## src/rtl/ins_fetch_pkg.sv

```systemverilog
// Shared definitions for the instruction fetch stage: FSM encoding, reset PC
// default and the opcode constants also consumed by the decoder.
package ins_fetch_pkg;

  typedef enum logic [1:0] {
    IDLE  = 2'd0,
    FETCH = 2'd1,
    ISSUE = 2'd2
  } fetchState_t;

  localparam logic [31:0] DEFAULT_RESET_PC = 32'h0000_3000;

  localparam logic [5:0] OP_BEQ = 6'b000100;
  localparam logic [5:0] OP_J   = 6'b000010;

endpackage

```

## src/rtl/ins_fetch_npc_calc.sv

```systemverilog
// Next-PC selection for the fetch stage: jump target, taken beq, or pc+4.
// Purely combinational; the caller decides when the result is committed.
module npc_calc
  import ins_fetch_pkg::*;
(
  input  logic [31:0] pc,
  input  logic        npc_sel,
  input  logic        alu_zero,
  input  logic        isJump,
  input  logic [15:0] imm16,
  input  logic [25:0] imm26,
  output logic [31:0] npc
);

  logic [31:0] pc4_s;
  logic [31:0] branchOff_s;

  // Jump wins over a taken branch when the decoder flags both.
  always_comb begin
    pc4_s       = pc + 32'd4;
    branchOff_s = {{14{imm16[15]}}, imm16, 2'b00};
    if (isJump) begin
      npc = {pc4_s[31:28], imm26, 2'b00};
    end else if (npc_sel && alu_zero) begin
      npc = pc4_s + branchOff_s;
    end else begin
      npc = pc4_s;
    end
  end

endmodule

```

## src/rtl/ins_fetch.sv

```systemverilog
// Instruction fetch stage: requests one word per instruction, holds it for the
// datapath until retired, then advances pc through npc_calc.
module ins_fetch
  import ins_fetch_pkg::*;
#(
  parameter logic [31:0] RESET_PC = DEFAULT_RESET_PC
) (
  input  logic        clk,
  input  logic        rst_insFetch,
  output logic        imem_req,
  output logic [31:0] imem_addr,
  input  logic        imem_ready,
  input  logic [31:0] imem_rdata,
  output logic [31:0] instruction,
  output logic        ins_valid,
  input  logic        ins_ready,
  input  logic        npc_sel,
  input  logic        alu_zero,
  input  logic        isJump,
  input  logic [15:0] imm16,
  input  logic [25:0] imm26,
  output logic [31:0] pc,
  output logic [31:0] ins_count
);

  fetchState_t state_r;
  logic [31:0] pc_r;
  logic [31:0] instruction_r;
  logic [31:0] insCount_r;
  logic [31:0] npc_s;

  npc_calc u_npcCalc (
    .pc       (pc_r),
    .npc_sel  (npc_sel),
    .alu_zero (alu_zero),
    .isJump   (isJump),
    .imm16    (imm16),
    .imm26    (imm26),
    .npc      (npc_s)
  );

  // Fetch/issue sequencing; reset drops any access in flight.
  always_ff @(posedge clk or negedge rst_insFetch) begin
    if (!rst_insFetch) begin
      state_r       <= IDLE;
      pc_r          <= {RESET_PC[31:2], 2'b00};
      instruction_r <= 32'd0;
      insCount_r    <= 32'd0;
    end else begin
      case (state_r)
        IDLE: begin
          state_r <= FETCH;
        end
        FETCH: begin
          if (imem_ready) begin
            instruction_r <= imem_rdata;
            state_r       <= ISSUE;
          end
        end
        ISSUE: begin
          if (ins_ready) begin
            pc_r       <= npc_s;
            insCount_r <= insCount_r + 32'd1;
            state_r    <= FETCH;
          end
        end
        default: begin
          state_r <= IDLE;
        end
      endcase
    end
  end

  // Handshake strobes are pure decodes of the state register.
  always_comb begin
    imem_req    = (state_r == FETCH);
    ins_valid   = (state_r == ISSUE);
    imem_addr   = pc_r;
    pc          = pc_r;
    instruction = instruction_r;
    ins_count   = insCount_r;
  end

endmodule

```

## config.mk

```make
export PLATFORM = sky130hd
export DESIGN_NAME = ins_fetch
export DESIGN_NICKNAME = d
export VERILOG_FILES = /design/src/rtl/ins_fetch_pkg.sv /design/src/rtl/ins_fetch_npc_calc.sv /design/src/rtl/ins_fetch.sv
export SDC_FILE = /design/constraint.sdc
export NUM_CORES = 1
export LEC_CHECK = 0
export CAP_MARGIN = 20
export CORE_ASPECT_RATIO = 0.7
export CORE_MARGIN = 1.5
export CORE_UTILIZATION = 40
export CTS_BUF_LIST = sky130_fd_sc_hd__clkbuf_4
export DETAILED_ROUTE_END_ITERATION = 10
export HOLD_SLACK_MARGIN = 0.15
export PLACE_DENSITY = 0.68
export REMOVE_ABC_BUFFERS = 1
export SLEW_MARGIN = 30
export SYNTH_ARGS = -nofsm -noshare
export SYNTH_HDL_FRONTEND = slang
export SYNTH_SLANG_ARGS = --single-unit
```

## constraint.sdc

```tcl
create_clock -name clk -period 7.6 [get_ports clk]
set_input_delay 1.52 -clock clk [delete_from_list [all_inputs] [get_ports clk]]
set_output_delay 1.52 -clock clk [all_outputs]
set_load 0.01 [all_outputs]
```

# Word-level counts from Yosys, hierarchy flattened
# Index checks and enable logic that the tools add are counted.
[op_classes]
add_sub_neg = 3
n_eq_ne = 4
muxes = 5
reduce_logical = 5
[op_table]
columns = ["cell", "n"]
rows = [
  ["2-to-1 mux 32 bit", 2],
  ["adder 32 x 1 -> 32 bit (second input constant)", 1],
  ["adder 32 x 3 -> 32 bit (second input constant)", 1],
  ["adder 32 bit", 1],
  ["one-hot mux 2 bit (3 select lines)", 1],
  ["AND reduction 2 bit", 3],
  ["2-to-1 mux 2 bit", 2],
  ["inequality test 2 x 1 -> 1 bit (second input constant)", 2],
  ["equality test 2 x 1 -> 1 bit (second input constant)", 1],
  ["equality test 2 bit (second input constant)", 1],
  ["logical NOT 2 bit", 1],
  ["logical AND 1 bit", 1],
]
[totals]
register_bits = 98
input_bits = 81
output_inout_bits = 130
word_cells = 21

# Longest topological paths before layout
[logic_depth]
depth_word = 4
mapped_depth = 18
depth_no_buf = 17

# Cells and area by module
# Synthesis repeated with hierarchy kept, for this count alone.
[hier_totals]
hier_cells = 698
area_unflattened_um2 = 6920.4
[by_module_without_submodules]
columns = ["mod", "instances", "cells_per_inst", "area_per_inst_um2", "seq_area_each_um2"]
rows = [
  ["ins_fetch", 1, 310, 4219.0, 2454.9],
  ["npc_calc", 1, 388, 2701.3, 0.0],
]

# Worst setup path before layout
# No wires, ideal clock.
[synth_path]
path_kind = "input to register"
startpoint = "in imm16[0]"
endpoint = "reg pc_r[24] (netlist: imem_addr[24])"
setup_time_ns = 0.143
t_arrival_ns = 3.726
required_time_ns = 7.457
setup_slack_ns = 3.731
cell_stages = 11
path_buffers = 0
path_cell_list = "ha_1 > fa_1 > a21o_1 > a21o_1 > a21oi_2 > nor4_1 > a211oi_2 > o21bai_4 > a221oi_2 > xor2_1 > o221ai_1"
[synth_via]
elab_chain_len = 3
[synth_lines]
columns = ["item", "line", "source"]
rows = [
  ["start: declaration", "ins_fetch.sv:20", "input logic [15:0] imm16,"],
  ["adder 32 bit", "ins_fetch_npc_calc.sv:25", "npc = pc4_s + branchOff_s;"],
  ["2-to-1 mux 32 bit", "ins_fetch_npc_calc.sv:24", "end else if (npc_sel && alu_zero) begin"],
  ["2-to-1 mux 32 bit", "ins_fetch_npc_calc.sv:22", "if (isJump) begin"],
  ["end signal: assignment", "ins_fetch.sv:46", "pc_r <= {RESET_PC[31:2], 2'b00};"],
  ["end signal: assignment", "ins_fetch.sv:62", "pc_r <= npc_s;"],
  ["end: declaration", "ins_fetch.sv:27", "logic [31:0] pc_r;"],
]
# Every way passes these cells.
# A chain may end at the register's enable or synchronous reset.

# Worst setup path after layout
[layout_path]
startpoint = "reg pc_r[13] (netlist: imem_addr[13])"
endpoint = "reg pc_r[31] (netlist: imem_addr[31])"
[layout_via]
elab_chain_len = 4
[layout_lines]
columns = ["item", "line", "source"]
rows = [
  ["adder 32 x 3 -> 32 bit *", "ins_fetch_npc_calc.sv:20", "pc4_s = pc + 32'd4;"],
  ["adder 32 bit", "ins_fetch_npc_calc.sv:25", ""],
  ["2-to-1 mux 32 bit", "ins_fetch_npc_calc.sv:24", ""],
  ["2-to-1 mux 32 bit *", "ins_fetch_npc_calc.sv:22", ""],
]
# Every way passes the cells marked *; elsewhere a longest branch is shown, timed or not.

==> reports/metrics.yaml <==
status:
  status: "finished clean"
min_path:
  min_path_type: "flop to flop"
  worstHoldStart: "ins_count[31]$_DFFE_PN0P_"
  min_path_cells: 1
  hold_end: "ins_count[31]$_DFFE_PN0P_"
pwr:
  pwr-share-clk_pct: 9.2
  ir_worst_vdd_uv: 163
  seqPwrFrac_pct: 30.1
  power_density_nw_per_um2: 331
  leakage_nw: 3.78
  combPwrFrac_pct: 60.6
  p_total_mw: 2.94
  power_switching_share_pct: 42.4
  switchingPower_mw: 1.25
  p_int_mw: 1.69
detailed_routing:
  drtIter0Drc: 484
  via_per_inst: 5.26
  avgRoutedWirePerCell_um: 16.7
  drc_errors: 0
  ant_nets: 0
  drt_pass1_iterations: 5
  vias: 5932
  finalWirelength_um: 18800
grt:
  grt_max_degree: 76
  grt.total_usage_pct: 22.5
  antenna_found_initial: 0
  grt_pass1_wl_um: 30600
  grt_overflow_total: 0
  grt_pass1_vias: 5631
floorplan:
  die_h_um: 111
  start_util_pct: 40.9
  die_w_um: 157
  dieArea_um2: 17400
  rows: 39
  ios: 211
  core-area_um2: 16300
clock_network:
  cts_resized: 0
  cts_max_level: 3
  cts.sinks: 96
  clockBufferDepth: 2
  cts_root_buf: "clkbuf_4"
  cts_tree: "yes"
  path_clk_slew_ns: 0.16
  clk_latency_ns: 0.48
  cts_buffers: 9
  cts_setup_buffers: 0
  hold_buffers: 0
sta:
  worst_pin_slew_ns: 0.701
  slew-limit-headroom_pct: 53.3
  finalSetupTns_ns: 0
  rsz0062_at_grt: "no"
  period_needed_ns: 4.47
  setup_viol_count_final: 0
  min_period_over_period_pct: 58.8
  slew_viol_final: 0
  skew_ns: 0.0184
  fmax_ghz: 0.224
  hold_viol_final: 0
  holdWs_ns: 0.494
synth:
  synthTopCellsByCount: "dfrtp_1 (94), nand2_1 (90), o21ai_0 (49), xnor2_1 (49), nor2_1 (46)"
  avgSynthCellArea_um2: 9.18
  ys_async_sr_fraction_pct: 100
  netlist_area_um2: 6660
  synth.area.top_cells: "dfrtp_1 (35%), ha_1 (7.1%), xnor2_1 (6.4%), mux2_2 (5.6%), nand2_1 (5.1%)"
  ys_seq_area_share_pct: 36.1
  ys.flop_type: "dfrtp_1"
  ys_ff_latch: 96
  yosysTopAreaCell: "dfrtp_1"
  post-synth-top-count-cell: "dfrtp_1"
  yosysWarnings: 0
  postSynthCellCount: 726
  synth_top_area_share_pct: 35.3
  synth.distinct_cells: 67
  synth_edf_count: 0
worst_setup_path:
  crit_slowest_cell: "dfstp_2"
  r2r-start: "imem_addr[13]$_DFFE_PN1P_"
  crit_arrival_ns: 4.88
  end_kind: "flop"
  critPathLaunchType: "flop"
  crit_fanout: 6
  crit_chain: "nand3_2 > nor4_2 > and3_1 > and3_2 > and2_1 > and3_1 > xor2_1 > ha_1 > a21o_1 > a21oi_1 > o21ai_0 > a21oi_1 > o221ai_1 > xor2_1 > mux2_2 > nand4_1"
  ff2ff_setup_slack_ns: 3.13
  reg2regPathDepth: 16
  slowest_delay_ns: 0.63
  required_ns: 8.02
  critical_path_class: "flop to flop"
  timing.rr.end: "imem_addr[31]$_DFFE_PN0P_"
run:
  max_cap_viol_count: 0
placement:
  dp_hpwl_um: 14100
  portBuffers: 206
  placedCellCount: 1112
  placed_area_um2: 8740
  place_congestion: 0.897
final_layout:
  nNetsFinal: 1018
  antenna_cells: 0
  final_cells: 1128
  drive_gt1_share_pct: 8.64
  synthToLayoutAreaGrowth_pct: 33.1
  fin_area_um2: 8870
==> metrics by stage <==
stage	setup slack, ns	utilization (%)
floorplan	3.70	-
global placement	2.92	53.6
detailed placement	2.83	53.6
CTS	3.17	54.4
global route	2.85	54.4
finish	3.13	54.4
==> final cells by class <==
cell class	count	area [um^2]
Sequential cell	96	2400
Fill cell	1540	7430
Inverter	15	56.3
Timing Repair Buffer	216	2140
Clock buffer	9	67.6
Multi-Input combinational cell	560	3860
Clock inverter	7	62.6
Tap cell	225	282
==> placed cells by master, fill, tap and decap left out, types with 4 or more instances in the layout <==
master | synthesis | final
nand2_1 | 90 | 90
xor2_1 | 30 | 30
a21oi_1 | 35 | 35
nor2_1 | 46 | 46
buf_4 | 36 | 10
and3_1 | 18 | 18
dfrtp_1 | 94 | 94
o221ai_1 | 4 | 4
and2_1 | 4 | 4
a211oi_1 | 12 | 12
xnor2_1 | 49 | 49
a31oi_1 | 7 | 7
a21o_1 | 13 | 13
ha_1 | 38 | 38
o211ai_1 | 8 | 8
nor3_1 | 8 | 8
clkbuf_4 | 0 | 9
o21ai_0 | 49 | 49
and4_1 | 5 | 5
conb_1 | 1 | 4
nor2b_1 | 7 | 7
nor4_1 | 4 | 4
nand3_1 | 27 | 27
nand4_1 | 14 | 14
clkdlybuf4s50_1 | 0 | 205
inv_1 | 15 | 15
mux2_2 | 33 | 33
==> kinds of logic after synthesis <==
group | Yosys count | synth area share (%)
adders and majority gates | 39 | 7.44
muxes | 36 | 6.03
AOI/OAI and AO/OA | 161 | 15.7
buffers and inverters | 73 | 6.18
and+or+nand+nor | 239 | 17.6
other | 1 | 0.0563
DFF | 96 | 36.1
xor gates and xnor gates | 81 | 10.9
==> flip-flops by register name, summed over array words and instances (netlist names) <==
signal       count
ins_count       32
instruction     32
imem_addr       30
state_r          2
==> metal layers <==
metal  wire [um]  up-vias  global-route usage [%]
met1        9750     2806                    35.4
met3        1250       16                    3.79
met5           0        -                       0
li1            -     2898                       -
met4         171        0                    4.40
met2        7610      212                    31.9
==> power groups by stage <==
stage / clock [mW] / sequential [mW] / combinational [mW]
after global placement: 0 / 0.889 / 1.76
after global routing: 0.300 / 0.915 / 1.95
final: 0.271 / 0.885 / 1.78
after detailed placement: 0 / 0.897 / 1.76
after floorplan: 0 / 0.965 / 0.914
after CTS: 0.284 / 0.885 / 1.78
==> worst max path at each step <==
stage | depth (start not counted) | start | slack, ns | end
6_report | 16 | imem_addr[13]$_DFFE_PN1P_ | 3.13 | imem_addr[31]$_DFFE_PN0P_
3_5_place_dp | 12 | imm16[0] | 2.83 | imem_addr[24]$_DFFE_PN0P_
5_1_grt | 15 | imem_addr[4]$_DFFE_PN0P_ | 2.85 | imem_addr[24]$_DFFE_PN0P_
3_3_place_gp | 12 | imm16[0] | 2.92 | imem_addr[24]$_DFFE_PN0P_
4_1_cts | 17 | imem_addr[4]$_DFFE_PN0P_ | 3.17 | imem_addr[31]$_DFFE_PN0P_
2_1_floorplan | 11 | imm16[0] | 3.70 | imem_addr[24]$_DFFE_PN0P_
==> critical path: cells and delay by family, from the launching register on <==
kind | cells | cell delay (ns)
AO/OA/AOI/OAI | 5 | 0.76
flip-flops | 1 | 0.63
multiplexers | 1 | 0.36
adder cells (fa/ha/maj) | 1 | 0.34
AND/OR/NAND/NOR | 7 | 1.83
XOR/XNOR | 2 | 0.48
Note: power is estimated with default switching activity, not from simulation.
==> variant, RTL diff (same flow settings) <==
Reset style: synchronous (`rst_insFetch`), changed in one clocked block.
--- a/src/rtl/ins_fetch.sv
+++ b/src/rtl/ins_fetch.sv
@@ -40,7 +40,7 @@
   );
 
   // Fetch/issue sequencing; reset drops any access in flight.
-  always_ff @(posedge clk or negedge rst_insFetch) begin
+  always_ff @(posedge clk) begin
     if (!rst_insFetch) begin
       state_r       <= IDLE;
       pc_r          <= {RESET_PC[31:2], 2'b00};
Check against the original RTL: differs if rst_insFetch is asserted again (counterexample within 4 cycles, from zero or initial values and one cycle with rst_insFetch low); with rst_insFetch held inactive, the same outputs for 4 cycles.
==> variant against the original RTL <==
Worst setup slack better by 0.21 ns; first-iteration DRC count down 7.9%; largest cell class unchanged; wire length up 2.6%; sequential cell count unchanged; cell area down 1.2%; area after synthesis down 0.36%.
Power is not compared: it rests on default switching activity, and its combinational part moved more than twofold at a synthesized area within 25%.
==> variant: results (changes against the original RTL) <==
* Status: finished clean (unchanged)
* Setup Skew at 0.0136 ns (was 0.0184 ns)
* Top-count cell post-synth: nand2_1 (was dfrtp_1)
* Crit Path Max Fanout at 8 (was 6)
* Non-Filler Instances at 1,229 (was 1,128)
* Commonest cells in the netlist: nand2_1, dfxtp_1, xnor2_1 (was dfrtp_1, nand2_1, o21ai_0, xnor2_1, nor2_1)
* Resize count post-CTS at 0 (unchanged)
* R2R depth at 15 (was 16)
* Largest net degree at the start of global routing at 96 (was 76)
* CP max-delay cell: dfxtp_1 (was dfstp_2)
* Syn avg cell area at 7.84 um^2 (was 9.18 um^2)
* DP Wirelength at 14,300 um (was 14,100 um)
* Buffers on Ports at 206 (unchanged)
* Vias post-DR at 6,297 (was 5,932)
* Number of global-route vias before repair at 5,825 (was 5,631)
* Hold depth at 2 (was 1)
* Reg-to-reg slack, setup at 3.34 ns (was 3.13 ns)
* WHS Endpoint: instruction[20]$_SDFFE_PN0P_ (was ins_count[31]$_DFFE_PN0P_)
* Worst reg2reg path startpoint: imem_addr[4]$_SDFFE_PN0P_ (was imem_addr[13]$_DFFE_PN1P_)
* First-pass GRT wire length at 31,000 um (was 30,600 um)
* Path type of the worst setup path: flip-flop to flip-flop (unchanged)
* Initial drt markers at 446 (was 484)
* Worst-case clock buffer depth at 2 (unchanged)
* HP Start: instruction[20]$_SDFFE_PN0P_ (was ins_count[31]$_DFFE_PN0P_)
* Dominant cells by area after synthesis: dfxtp_1, nand2_1, xnor2_1 (was dfrtp_1, ha_1, xnor2_1)
* Setup crit end: imem_addr[31]$_SDFFE_PN0P_ (was imem_addr[31]$_DFFE_PN0P_)
* Worst path max stage delay at 0.52 ns (was 0.63 ns)
* DP Area at 0.00863 mm^2 (was 0.00874 mm^2)
* Cts bufs inserted at 9 (unchanged)
* Antenna violations before repair at 0 (unchanged)
* Max_slew headroom at 37.3% (was 53.3%)
* Fin crit share at 56.1% (was 58.8%)
* Share of cells above drive strength 1 at 3.59% (was 8.64%)
* Maximum vdd ir drop at 0.0753 mV
* Setup Slack @ Placement at 3.06 ns (was 2.83 ns)
* Min Hold Slack at 0.477 ns (was 0.494 ns)
* Pre-antenna DRT Iters at 5 (unchanged)
* Leak Pwr at 3.32 nW
* Async set-reset flop share out of synthesis at 0% (was 100%)
* # Post-CTS Setup Buffers at 0 (unchanged)
* Synth warn at 0 (unchanged)
* NumNets Final at 1,119 (was 1,018)
* Ant. Diodes at 0 (unchanged)
* Wirelength per Cell at 15.7 um (was 16.7 um)
* Sequential area share after synthesis at 29.0% (was 36.1%)
* Total track usage at 22.3% (was 22.5%)
* Distinct cell type count of the synthesized netlist at 62 (was 67)
* CP Data Arrival Time at 4.65 ns (was 4.88 ns)
* CTS Root Cell: clkbuf_4 (unchanged)
* Gpl congestion at 0.895 (was 0.897)
## variant: changes by cell type after synthesis, moves of 17 or more
| cell | before | now |
|---|---|---|
| nand2_1 | 90 | 143 |
| a21boi_0 | 0 | 42 |
| o21ai_0 | 49 | 31 |
| mux2_2 | 33 | 0 |
| and2_1 | 4 | 35 |
| clkbuf_1 | 19 | 36 |
| dfrtp_1 | 94 | 0 |
| dfxtp_1 | 0 | 96 |
## variant: cell type report
class                           instances  area (um^2)
Timing Repair Buffer                  213         2110
Fill cell                            1593         7490
Clock buffer                            9         67.6
Tap cell                              225          282
Multi-Input combinational cell        669         4280
Clock inverter                          7         65.1
Sequential cell                        96         1920
Inverter                               10         37.5
## variant: metal layers
layer / up-vias / share of wire (%) / GRT usage [%]
met1: 2825 / 51 / 33.3
li1: 3236 / - / -
met2: 222 / 39 / 31.9
met3: 14 / 8.3 / 5.43
met4: 0 / 0.99 / 4.89
met5: - / 0 / 0
## variant: critical path: cells and delay by family (launching register included)
family          cells  cell delay (ns)
fa+ha+maj           1             0.35
xor+xnor            1             0.26
simple gates        7             1.54
compound gates      6             1.48
flops               1             0.52
## variant: cells by family after synthesis
logic type,Yosys count,synth area share (%)
buffers and inverters,85,6.79
AO/OA/AOI/OAI,203,20.9
other,1,0.0565
XOR/XNOR,76,10.0
flip-flops,96,29.0
adder cells (fa/ha/maj),39,7.46
AND/OR/NAND/NOR,343,25.2
multiplexers,4,0.603
## variant: power by group through the flow
stage          Sequential [mW]  Combinational, mW  Clock [mW]
2_1_floorplan            0.542             0.0946           0
6_report                 0.526              0.211       0.265
5_1_grt                  0.529              0.232       0.295
3_3_place_gp             0.537              0.210           0
4_1_cts                  0.526              0.211       0.277
3_5_place_dp             0.537              0.210           0
